**config.mk**
```make
export PLATFORM = sky130hd
export DESIGN_NAME = drp_reconf_ctrl
export DESIGN_NICKNAME = d
export VERILOG_FILES = /design/src/rtl/drp_reconf_ctrl_pkg.sv /design/src/rtl/drp_reconf_ctrl_rom.sv /design/src/rtl/drp_reconf_ctrl.sv
export SDC_FILE = /design/constraint.sdc
export NUM_CORES = 1
export LEC_CHECK = 0
export BUFFER_PORTS_ARGS = -buffer_cell sky130_fd_sc_hd__buf_2
export CORE_ASPECT_RATIO = 1.25
export CORE_UTILIZATION = 53
export CTS_BUF_LIST = sky130_fd_sc_hd__clkbuf_16
export DETAILED_ROUTE_END_ITERATION = 8
export GPL_TIMING_DRIVEN = 1
export PLACE_DENSITY_LB_ADDON = 0.1
export SYNTH_ARGS = -nofsm -noshare
export SYNTH_HDL_FRONTEND = slang
export SYNTH_SLANG_ARGS = --single-unit
```
**constraint.sdc**
```tcl
create_clock -name DCLK -period 2.2 [get_ports DCLK]
set_clock_uncertainty 0.05 [all_clocks]
set_input_delay 0.22 -clock DCLK [delete_from_list [all_inputs] [get_ports DCLK]]
set_output_delay 0.22 -clock DCLK [all_outputs]
set_load 0.1 [all_outputs]
```
**src/rtl/drp_reconf_ctrl_pkg.sv**
```systemverilog
// Shared DRP definitions: register map, table entry layout
// and controller state encodings.
package drp_reconf_ctrl_pkg;

  localparam int ADDR_W  = 7;
  localparam int MASK_W  = 16;
  localparam int DATA_W  = 16;
  localparam int ENTRY_W = ADDR_W + MASK_W + DATA_W;
  localparam int IDX_W   = 5;

  localparam logic [ADDR_W-1:0] CLKREG1_0  = 7'h08;
  localparam logic [ADDR_W-1:0] CLKREG2_0  = 7'h09;
  localparam logic [ADDR_W-1:0] CLKREG1_1  = 7'h0A;
  localparam logic [ADDR_W-1:0] CLKREG2_1  = 7'h0B;
  localparam logic [ADDR_W-1:0] CLKREG1_2  = 7'h0C;
  localparam logic [ADDR_W-1:0] CLKREG2_2  = 7'h0D;
  localparam logic [ADDR_W-1:0] CLKREG1_FB = 7'h14;
  localparam logic [ADDR_W-1:0] CLKREG2_FB = 7'h15;
  localparam logic [ADDR_W-1:0] DIVREG     = 7'h16;
  localparam logic [ADDR_W-1:0] LOCKREG1   = 7'h18;
  localparam logic [ADDR_W-1:0] LOCKREG2   = 7'h19;
  localparam logic [ADDR_W-1:0] LOCKREG3   = 7'h1A;
  localparam logic [ADDR_W-1:0] POWERREG   = 7'h28;
  localparam logic [ADDR_W-1:0] FILTREG1   = 7'h4E;
  localparam logic [ADDR_W-1:0] FILTREG2   = 7'h4F;

  // Field order matches the packed table: addr in the top bits.
  typedef struct packed {
    logic [ADDR_W-1:0] addr;
    logic [MASK_W-1:0] mask;
    logic [DATA_W-1:0] data;
  } drp_entry_t;

  typedef enum logic [3:0] {
    ST_RESTART     = 4'd0,
    ST_WAIT_LOCK   = 4'd1,
    ST_WAIT_SEL    = 4'd2,
    ST_ADDRESS     = 4'd3,
    ST_WAIT_A_DRDY = 4'd4,
    ST_BITMASK     = 4'd5,
    ST_BITSET      = 4'd6,
    ST_WRITE       = 4'd7,
    ST_WAIT_DRDY   = 4'd8
  } state_t;

endpackage

```
**src/rtl/drp_reconf_ctrl_rom.sv**
```systemverilog
// Combinational table mux: picks one entry of the selected
// reconfiguration table by index.
module drp_reconf_ctrl_rom
  import drp_reconf_ctrl_pkg::*;
#(
  parameter int NUM_ENTRIES = 9,
  parameter logic [NUM_ENTRIES*ENTRY_W-1:0] S1_TABLE = '0,
  parameter logic [NUM_ENTRIES*ENTRY_W-1:0] S2_TABLE = '0
) (
  input  logic             ssel,
  input  logic [IDX_W-1:0] idx,
  output drp_entry_t       entry
);

  always_comb begin
    entry = '0;
    if (int'(idx) < NUM_ENTRIES) begin
      if (ssel) entry = S2_TABLE[int'(idx)*ENTRY_W +: ENTRY_W];
      else      entry = S1_TABLE[int'(idx)*ENTRY_W +: ENTRY_W];
    end
  end

endmodule

```
**src/rtl/drp_reconf_ctrl.sv**
```systemverilog
// DRP master applying one of two stored read-modify-write
// tables to the PLL, holding it in reset while doing so.
module drp_reconf_ctrl
  import drp_reconf_ctrl_pkg::*;
#(
  parameter int NUM_ENTRIES = 9,
  parameter logic [NUM_ENTRIES*ENTRY_W-1:0] S1_TABLE = '0,
  parameter logic [NUM_ENTRIES*ENTRY_W-1:0] S2_TABLE = '0,
  parameter int DRDY_TIMEOUT = 64
) (
  input  logic              DCLK,
  input  logic              RST,
  input  logic              SEN,
  input  logic              SSEL,
  input  logic              LOCKED,
  input  logic [DATA_W-1:0] DO,
  input  logic              DRDY,
  output logic [ADDR_W-1:0] DADDR,
  output logic [DATA_W-1:0] DI,
  output logic              DEN,
  output logic              DWE,
  output logic              RST_PLL,
  output logic              SRDY,
  output logic              ERR
);

  localparam int TMR_W = $clog2(DRDY_TIMEOUT + 1);
  localparam logic [TMR_W-1:0] TMR_LAST = TMR_W'(DRDY_TIMEOUT - 1);
  localparam logic [IDX_W-1:0] IDX_LAST = IDX_W'(NUM_ENTRIES - 1);

  state_t            state_q, state_d;
  logic [IDX_W-1:0]  idx_q, idx_d;
  logic              ssel_q, ssel_d;
  logic [DATA_W-1:0] rmw_q, rmw_d;
  logic [TMR_W-1:0]  timer_q, timer_d;
  logic              seen0_q, seen0_d;
  logic [ADDR_W-1:0] daddr_q, daddr_d;
  logic [DATA_W-1:0] di_q, di_d;
  logic              den_q, den_d;
  logic              dwe_q, dwe_d;
  logic              rst_pll_q, rst_pll_d;
  logic              srdy_q, srdy_d;
  logic              err_q, err_d;

  drp_entry_t        ent;
  logic              done;

  drp_reconf_ctrl_rom #(
    .NUM_ENTRIES (NUM_ENTRIES),
    .S1_TABLE    (S1_TABLE),
    .S2_TABLE    (S2_TABLE)
  ) u_drp_rom (
    .ssel  (ssel_q),
    .idx   (idx_q),
    .entry (ent)
  );

  // A stale DRDY=1 right after DEN is ignored: need a 0 first.
  assign done = DRDY && seen0_q;

  always_comb begin
    state_d   = state_q;
    idx_d     = idx_q;
    ssel_d    = ssel_q;
    rmw_d     = rmw_q;
    timer_d   = timer_q;
    seen0_d   = seen0_q;
    daddr_d   = daddr_q;
    di_d      = di_q;
    den_d     = 1'b0;
    dwe_d     = dwe_q;
    rst_pll_d = rst_pll_q;
    srdy_d    = 1'b0;
    err_d     = err_q;
    unique case (state_q)
      ST_RESTART: begin
        rst_pll_d = 1'b0;
        state_d   = ST_WAIT_LOCK;
      end
      ST_WAIT_LOCK: begin
        rst_pll_d = 1'b0;
        if (LOCKED) begin
          srdy_d  = 1'b1;
          state_d = ST_WAIT_SEL;
        end
      end
      ST_WAIT_SEL: begin
        if (SEN) begin
          ssel_d    = SSEL;
          idx_d     = '0;
          rst_pll_d = 1'b1;
          state_d   = ST_ADDRESS;
        end
      end
      ST_ADDRESS: begin
        if (DRDY) begin
          daddr_d = ent.addr;
          den_d   = 1'b1;
          dwe_d   = 1'b0;
          timer_d = '0;
          seen0_d = 1'b0;
          state_d = ST_WAIT_A_DRDY;
        end
      end
      ST_BITMASK: begin
        rmw_d   = rmw_q & ent.mask;
        state_d = ST_BITSET;
      end
      ST_BITSET: begin
        rmw_d   = rmw_q | (ent.data & ~ent.mask);
        state_d = ST_WRITE;
      end
      ST_WRITE: begin
        if (DRDY) begin
          daddr_d = ent.addr;
          di_d    = rmw_q;
          den_d   = 1'b1;
          dwe_d   = 1'b1;
          timer_d = '0;
          seen0_d = 1'b0;
          state_d = ST_WAIT_DRDY;
        end
      end
      ST_WAIT_A_DRDY, ST_WAIT_DRDY: begin
        if (!DRDY) seen0_d = 1'b1;
        if (done) begin
          if (state_q == ST_WAIT_A_DRDY) begin
            rmw_d   = DO;
            state_d = ST_BITMASK;
          end else if (idx_q == IDX_LAST) begin
            rst_pll_d = 1'b0;
            state_d   = ST_WAIT_LOCK;
          end else begin
            idx_d   = idx_q + IDX_W'(1);
            state_d = ST_ADDRESS;
          end
        end else if (timer_q == TMR_LAST) begin
          err_d     = 1'b1;
          rst_pll_d = 1'b1;
          state_d   = ST_RESTART;
        end else begin
          timer_d = timer_q + TMR_W'(1);
        end
      end
      default: begin
        state_d = ST_RESTART;
      end
    endcase
  end

  always_ff @(posedge DCLK) begin
    if (RST) begin
      state_q   <= ST_RESTART;
      idx_q     <= '0;
      ssel_q    <= 1'b0;
      rmw_q     <= '0;
      timer_q   <= '0;
      seen0_q   <= 1'b0;
      daddr_q   <= '0;
      di_q      <= '0;
      den_q     <= 1'b0;
      dwe_q     <= 1'b0;
      rst_pll_q <= 1'b1;
      srdy_q    <= 1'b0;
      err_q     <= 1'b0;
    end else begin
      state_q   <= state_d;
      idx_q     <= idx_d;
      ssel_q    <= ssel_d;
      rmw_q     <= rmw_d;
      timer_q   <= timer_d;
      seen0_q   <= seen0_d;
      daddr_q   <= daddr_d;
      di_q      <= di_d;
      den_q     <= den_d;
      dwe_q     <= dwe_d;
      rst_pll_q <= rst_pll_d;
      srdy_q    <= srdy_d;
      err_q     <= err_d;
    end
  end

  assign DADDR   = daddr_q;
  assign DI      = di_q;
  assign DEN     = den_q;
  assign DWE     = dwe_q;
  assign RST_PLL = rst_pll_q;
  assign SRDY    = srdy_q;
  assign ERR     = err_q;

endmodule

```
==> flow_summary.json, run 1 <==
{
  "fin_crit_sh_pct": 87.0,
  "die_width_um": 61.0,
  "nets": 336,
  "drv_slew": 0,
  "clkTransAtPathRegs_ns": 0.07,
  "antenna_cells": 0,
  "yosysTopAreaCell": "dfxtp_1",
  "worstPathCellList": "ha_1, nand3_1, or3_1, a21oi_2, o21ai_0, a21boi_1",
  "ant_nets": 0,
  "r2r_start": "timer_q[0]",
  "ys_warn_count": 0,
  "grt_pass1_vias": 1858,
  "vias_per_cell": 5.41,
  "total_power_uw": 2430,
  "synth.top_cells.by_area": "dfxtp_1, nand2_1, a22oi_1",
  "place_inst": 360,
  "netlist.area_leader.share_pct": 46.9,
  "io_buffers": 41,
  "rr_worst_depth": 6,
  "syn_inst": 272,
  "hold_end": "rmw_q[4]",
  "dieArea_um2": 4620,
  "synth_seq_area_share_pct": 46.9,
  "final.setup.tns_ns": 0,
  "grt_usage_pct": 23.3,
  "ys_seq_elements": 54,
  "setup_ws_ns": 0.287,
  "avgSynthCellArea_um2": 8.47,
  "crit_fanout": 12,
  "cts_max_level": 2,
  "hold_violations": 0,
  "ys_async_sr_fraction_pct": 0,
  "path_delay_family": "compound AO/OA/AOI/OAI gates",
  "antenna_found_initial": 0,
  "numClockSinks": 54,
  "hold_path.class": "in -> reg",
  "setup_viol": 0,
  "end_kind": "flop",
  "ctsResizeCount": 0,
  "dr.pass1.iters": 4,
  "drc": 0,
  "worstPathArrival_ns": 2.09,
  "rows": 26,
  "grt_max_degree": 26,
  "gp_congestion": 0.806,
  "synth_area_um2": 2300,
  "wirelength_mm": 4.87,
  "root_buffer": "clkbuf_16",
  "whs_path_depth": 3,
  "grt_overflow": 0,
  "vdd_ir_drop_max_v": 0.000567,
  "status": "complete, no violations",
  "cts_hold_buf": 0,
  "worstSkewPairLatency_ns": 0.29,
  "wire_per_inst_um": 13.2,
  "synth_edf_count": 0,
  "fill_cells": 366,
  "dpl_worst_slack_ns": 0.281,
  "critPathKind": "reg -> reg",
  "rsz0062_at_grt": "false",
  "hold_slack_ns": 0.126,
  "required_ns": 2.38,
  "drtIter0Drc": 107,
  "fin_crit_ns": 1.91,
  "startpoint_type": "flop",
  "grt_first_pass_wirelength_mm": 8.06,
  "fp.dieH_um": 75.7,
  "cts_tree": "done",
  "synth-main-ff-cell": "dfxtp_1",
  "r2r_slack_ns": 0.29,
  "critical_path_buf_inv_count": 0,
  "ys_types": 48,
  "r2r-end": "timer_q[3]",
  "num_vias": 1992,
  "ios": 50,
  "cts_setup_buffers": 0,
  "max_stage_delay_ns": 0.41,
  "instances_no_fill": 368,
  "p_leak_uw": 0.00108,
  "drive_gt1_share_pct": 20.5,
  "power_density_nw_per_um2": 885,
  "core_area_um2": 4130,
  "hold_start": "DO[4]",
  "place_hpwl_mm": 3.20,
  "cap_violations": 0,
  "start_util_pct": 55.8,
  "max_freq_mhz": 523,
  "slowest_stage": "or3_1",
  "clock_path_buffers": 2,
  "worst_slew_pin_slew_ns": 0.671,
  "cts_buffers": 5,
  "slew_headroom_pct": 55.2,
  "area_growth_pct": 19.1
}
cell usage after synthesis, drive strengths merged (2+ instances only):
cell type  instances
o21ai              5
or3                4
nand3b             2
clkbuf            12
nor2b              2
nand2b             3
nor4b              2
o21a               2
nor3               9
a31oi              2
and2               3
mux2i              4
nor2              32
inv                3
o31ai              2
buf               13
dfxtp             54
ha                 3
nand3              6
a21boi             5
xnor2              4
a21oi             22
nand2             42
nor4               3
a22oi             16
worst register-to-register path, cell delays in order (launching register included):
cell	delay (ns)
dfxtp_1	0.38
ha_1	0.18
nand3_1	0.15
or3_1	0.41
a21oi_2	0.39
o21ai_0	0.16
a21boi_1	0.14
metrics by stage:
step	utilization [%]	area [um2]
after floorplan	-	2330
after global placement	61.7	2550
after detailed placement	61.7	2550
after CTS	66.4	2740
after global routing	66.4	2740
final	66.4	2740
layer usage:
| metal | up-vias | share of wire, % | GRT usage [%] |
|---|---|---|---|
| met5 | - | 0 | 0 |
| met4 | 0 | 1.6 | 10.4 |
| met3 | 8 | 4.4 | 5.26 |
| met2 | 48 | 49 | 40.3 |
| met1 | 934 | 45 | 27.4 |
| li1 | 1002 | - | - |
kinds of logic after synthesis:
kind of cell	count (synthesis)	share of synthesized area [%]
compound gates	60	16.9
other cells	1	0.163
xor+xnor	5	1.90
simple gates	117	24.7
buf+inv	28	6.03
mux	4	1.74
fa+ha+maj	3	1.63
flops	54	46.9
placed cells by master (no fill, tap or decap), drive strengths merged, types with 3 or more instances in the layout:
master and n:
mux2i 4, nand2 42, nor3 9, and2 3, a21boi 5, o21ai 5
xnor2 4, nor2 32, a21oi 22, nand2b 3, nand3 6, nor4 3
buf 51, conb 7, ha 3, inv 3, or3 4, dfxtp 54
a22oi 16, clkbuf 5
worst max path at each step:
| stage | cells after the start | endpoint | slack (ns) | from |
|---|---|---|---|---|
| 6_report | 6 | timer_q[3] | 0.29 | timer_q[0] |
| 5_1_grt | 6 | timer_q[3] | 0.03 | timer_q[0] |
| 4_1_cts | 6 | timer_q[3] | 0.26 | timer_q[0] |
| 3_5_place_dp | 6 | timer_q[5] | 0.28 | timer_q[0] |
| 3_3_place_gp | 6 | timer_q[5] | 0.34 | timer_q[0] |
| 2_1_floorplan | 8 | rmw_q[10] | 0.38 | state_q[2] |
area by class of cell:
cell class | count | area, um2 | area share, %
multi-input combinational | 196 | 1110 | 40.3
sequential | 54 | 1080 | 39.4
timing repair buffer | 51 | 280 | 10.2
clock buffer | 5 | 125 | 4.56
tap | 56 | 70.1 | 2.55
clock inverter | 3 | 68.8 | 2.51
inverter | 3 | 11.3 | 0.411
power by group:
group | internal [uW] | leakage, uW | switching (uW) | total (uW)
Combinational | 120 | 0.000554 | 271 | 391
Clock | 654 | 0.0000940 | 362 | 1020
Sequential | 1000 | 0.000436 | 17.9 | 1020
Total | 1780 | 0.00108 | 650 | 2430
registers in the layout, indices dropped and copies added, names as in the netlist:
register,count
DEN,1
DI,16
DWE,1
ERR,1
RST_PLL,1
SRDY,1
idx_q,5
rmw_q,16
seen0_q,1
state_q,4
timer_q,7
Power figures use the tool's default switching activity.
==> run 2: changes to the inputs <==
==> constraint.sdc (replaced) <==
create_clock -name DCLK -period 2.2 [get_ports DCLK]
set_clock_uncertainty 0.05 [all_clocks]
set_input_delay 0.11 -clock DCLK [delete_from_list [all_inputs] [get_ports DCLK]]
set_output_delay 0.11 -clock DCLK [all_outputs]
set_load 0.1 [all_outputs]
==> run 2 against run 1 <==
Compared with the run above: critical path depth unchanged; combinational power about the same; register-to-register slack about the same; wire length down 4.3%; clock power down 24%; highest routed layer unchanged.
==> flow_summary.json, run 2 (synthesis gave the netlist of run 1 again) <==
{
  "fin_crit_ns": 1.90,
  "vdd_ir_drop_max_v": 0.000464,
  "wirelength_mm": 4.66,
  "multi_input_area_um2": 1110,
  "clock_path_buffers": 2,
  "hold_violations": 0,
  "rr_worst_depth": 6,
  "drive_gt1_share_pct": 19.9,
  "drtIter0Drc": 116,
  "layout_common_cells": "dfxtp_1, nand2_1, buf_2",
  "p_leak_uw": 0.00105,
  "r2r_slack_ns": 0.30,
  "antenna_found_initial": 0,
  "drc": 0,
  "clkTransAtPathRegs_ns": 0.07,
  "critPathKind": "reg -> reg",
  "grt_max_degree": 27,
  "max_freq_mhz": 525,
  "cts_buffers": 5,
  "grt_overflow": 0,
  "io_buffers": 41,
  "grt_first_pass_wirelength_mm": 7.59,
  "start_util_pct": 55.8,
  "dr.pass1.iters": 4,
  "antenna_cells": 0,
  "seq_area_um2": 1080,
  "worstSkewPairLatency_ns": 0.29,
  "rsz0062_at_grt": "false",
  "power_density_nw_per_um2": 813,
  "die_width_um": 61.0,
  "grt_pass1_vias": 1767,
  "hold_start": "DO[5]",
  "status": "complete, no violations",
  "hold_end": "rmw_q[5]",
  "grt_usage_pct": 22.1,
  "hold_path.class": "in -> reg",
  "worstPathArrival_ns": 2.07,
  "mostFrequentLayoutCell": "dfxtp_1",
  "slew_headroom_pct": 58.7,
  "drv_slew": 0,
  "num_vias": 1986,
  "ctsResizeCount": 0,
  "required_ns": 2.37,
  "dieArea_um2": 4620,
  "crit_fanout": 12,
  "cts_tree": "done",
  "hold_slack_ns": 0.0139,
  "cts_max_level": 2,
  "fin_crit_sh_pct": 86.6,
  "numClockSinks": 54,
  "fp.dieH_um": 75.7,
  "cts_hold_buf": 0,
  "nets": 335,
  "core_area_um2": 4130,
  "place_hpwl_mm": 3.16,
  "ant_nets": 0,
  "cts_setup_buffers": 0,
  "worst_slew_pin_slew_ns": 0.618,
  "vias_per_cell": 5.41,
  "area_growth_pct": 16.6,
  "startpoint_type": "flop",
  "r2r-end": "timer_q[4]",
  "whs_path_depth": 3,
  "rows": 26,
  "end_kind": "flop",
  "r2r_start": "timer_q[0]",
  "root_buffer": "clkbuf_16",
  "ios": 50,
  "setup_viol": 0,
  "cap_violations": 0,
  "wire_per_inst_um": 12.7,
  "gp_congestion": 0.796,
  "fill_cells": 364,
  "final.setup.tns_ns": 0
}
run 2: cell types whose count changed in the layout (fill, tap and decap cells not counted), sizes merged:
cell,previous run,this run
clkinvlp,0,1
inv,3,4
buf,51,50
bufinv,2,0
run 2: how the worst max path moves through the flow:
| stage | start | to | slack (ns) | depth (start not counted) |
|---|---|---|---|---|
| 2_1_floorplan | state_q[2] | rmw_q[10] | 0.38 | 8 |
| 3_3_place_gp | timer_q[0] | timer_q[1] | 0.33 | 6 |
| 3_5_place_dp | timer_q[0] | timer_q[4] | 0.31 | 6 |
| 4_1_cts | timer_q[0] | timer_q[4] | 0.29 | 6 |
| 5_1_grt | timer_q[0] | timer_q[6] | 0.07 | 6 |
| 6_report | timer_q[0] | timer_q[4] | 0.30 | 6 |
run 2: layout make-up:
cell class	instances	share of cell area, %
Sequential cell	54	40.2
Timing Repair Buffer	50	10.2
Tap cell	56	2.61
Multi-Input combinational cell	196	41.2
Clock buffer	5	4.66
Clock inverter	3	0.745
Inverter	3	0.419
run 2: critical path, stage by stage (launching register included):
cell and delay, ns:
dfxtp_1 0.37, ha_1 0.17, nand3_1 0.15, or3_1 0.41, a21oi_2 0.38, o21ai_0 0.14
a21boi_1 0.15
run 2: per-stage QoR:
stage	cells	setup slack, ns	power [uW]	utilization, %	area (um2)
after CTS	367	0.294	2200	65.0	2690
after global routing	367	0.0732	2270	65.0	2690
after detailed placement	359	0.308	1430	61.5	2540
after global placement	359	0.326	1430	61.5	2540
final	367	0.295	2190	65.0	2690
after floorplan	278	0.380	1350	-	2330
run 2: routing by layer:
layer / part of all wire, % / global-route usage [%]
met1: 45 / 26.4
met3: 4.8 / 5.60
met2: 49 / 38.1
met5: 0 / 0
met4: 1.5 / 8.33
run 2: power breakdown:
group	leakage [uW]	switching (uW)	internal [uW]
combinational	0.000549	270	119
clock	0.0000679	354	422
sequential	0.000436	17.1	1000
total	0.00105	641	1540
==> run 3: changes to the inputs <==
- CORE_UTILIZATION: 53 -> 57
- REMOVE_ABC_BUFFERS: unset -> 1
- SYNTH_HIERARCHICAL: unset -> 1
==> run 3 against run 2 <==
Compared with the run above: largest cell class unchanged; utilization up 3.6 points; non-clock buffer count up 19; setup slack worse by 0.14 ns; register-to-register slack worse by 0.14 ns; largest power group is now the clock network; highest routed layer unchanged.
==> flow_summary.json, run 3 <==
{
  "status": "complete, no violations",
  "clock_path_buffers": 2,
  "synth_area_um2": 3220,
  "grt_pass1_vias": 2538,
  "antenna_found_initial": 0,
  "fin_crit_ns": 2.05,
  "crit_fanout": 5,
  "start_util_pct": 59.2,
  "dieArea_um2": 5960,
  "cap_violations": 0,
  "grt_first_pass_wirelength_mm": 11.1,
  "core_area_um2": 5440,
  "startpoint_type": "flop",
  "area_growth_pct": 15.8,
  "cts_buffers": 9,
  "final.setup.tns_ns": 0,
  "ys_warn_count": 6,
  "fill_cells": 452,
  "syn_inst": 394,
  "numClockSinks": 61,
  "hold_path.class": "in -> reg",
  "drc": 0,
  "cts_max_level": 3,
  "num_vias": 2791,
  "worstPathArrival_ns": 2.24,
  "r2r_slack_ns": 0.15,
  "nets": 475,
  "drv_slew": 0,
  "critPathKind": "reg -> reg",
  "hold_start": "DO[12]",
  "vdd_ir_drop_max_v": 0.000494,
  "power_density_nw_per_um2": 858,
  "required_ns": 2.39,
  "drtIter0Drc": 111,
  "setup_viol": 0,
  "slew_headroom_pct": 23.1,
  "ios": 50,
  "antenna_cells": 0,
  "max_freq_mhz": 488,
  "r2r_start": "timer_q[0]",
  "layout_common_cells": "dfxtp_1, nand2_1, buf_2",
  "grt_overflow": 0,
  "wirelength_mm": 6.63,
  "multi_input_area_um2": 1650,
  "setup_ws_ns": 0.151,
  "end_kind": "flop",
  "avgSynthCellArea_um2": 8.18,
  "dpl_worst_slack_ns": 0.137,
  "grt_max_degree": 31,
  "final_util_pct": 68.6,
  "ant_nets": 0,
  "r2r-end": "state_q[1]",
  "fin_crit_sh_pct": 93.1,
  "hold_violations": 0,
  "io_buffers": 48,
  "place_area_um2": 3440,
  "worst_slew_pin_slew_ns": 1.15,
  "cts_setup_buffers": 0,
  "whs_path_depth": 4,
  "worstSkewPairLatency_ns": 0.32,
  "rows": 30,
  "seq_area_um2": 1220,
  "dr.pass1.iters": 4,
  "root_buffer": "clkbuf_16",
  "rr_worst_depth": 7,
  "wire_per_inst_um": 12.8,
  "place_hpwl_mm": 4.50,
  "grt_usage_pct": 23.1,
  "drive_gt1_share_pct": 21.1,
  "vias_per_cell": 5.38,
  "p_leak_uw": 0.00148,
  "cts_tree": "done",
  "gp_congestion": 0.852,
  "rsz0062_at_grt": "false",
  "die_width_um": 69.2,
  "finalInstanceArea_um2": 3730,
  "hold_end": "rmw_q[12]",
  "fp.dieH_um": 86.1,
  "clkTransAtPathRegs_ns": 0.05
}
==> run 3: layer usage <==
| metal | global-route usage [%] | vias up | share of wire, % | routed length [um] |
|---|---|---|---|---|
| met4 | 10.8 | 0 | 1.6 | 109 |
| li1 | - | 1407 | - | - |
| met3 | 3.17 | 13 | 3.8 | 249 |
| met1 | 27.8 | 1311 | 44 | 2950 |
| met2 | 40.6 | 60 | 50 | 3320 |
| met5 | 0 | - | 0 | 0 |
==> run 3: power by group <==
group / leakage (uW) / total, uW / internal, uW / switching [uW]
Combinational: 0.000839 / 682 / 252 / 430
Clock: 0.000147 / 1330 / 859 / 472
Sequential: 0.000493 / 1190 / 1140 / 46.1
Total: 0.00148 / 3200 / 2250 / 948
==> run 3: stage by stage <==
step | hold slack, ns | instances | power [uW]
6_report | 0.111 | 519 | 3200
5_1_grt | 0.144 | 519 | 3320
4_1_cts | 0.108 | 519 | 3220
3_5_place_dp | 0.311 | 502 | 1880
3_3_place_gp | 0.297 | 502 | 1880
2_1_floorplan | 0.129 | 370 | 1640
==> run 3: worst max-delay path by stage <==
stage,slack (ns),endpoint,from,cells past startpoint
final,0.15,state_q[1],timer_q[0],7
after global routing,0.02,state_q[1],timer_q[0],7
after CTS,0.13,idx_q[4],state_q[2],6
after detailed placement,0.14,state_q[1],timer_q[0],6
after global placement,0.17,idx_q[4],state_q[3],6
after floorplan,0.05,rmw_q[0],state_q[2],4
==> run 3: timing repair <==
action / in CTS / in global routing
endpoints found under the hold margin: 1 / 0
gates resized for setup: 0 / 2
hold buffers: 1 / 0
setup endpoints to repair: 0 / 2
==> run 3: cell type report <==
cell class / count / area share (%)
clock inverter: 7 / 1.58
timing repair buffer: 69 / 11.1
clock buffer: 9 / 6.03
multi-input combinational: 287 / 44.2
inverter: 22 / 2.21
tap: 64 / 2.15
sequential: 61 / 32.8
==> run 3: critical path, stage by stage (launching register included) <==
cell and delay (ns):
dfxtp_1 0.38, ha_1 0.23, nand2_1 0.09, or3_1 0.41
a221oi_1 0.44, buf_4 0.19, nor2_1 0.03, nor3_1 0.14
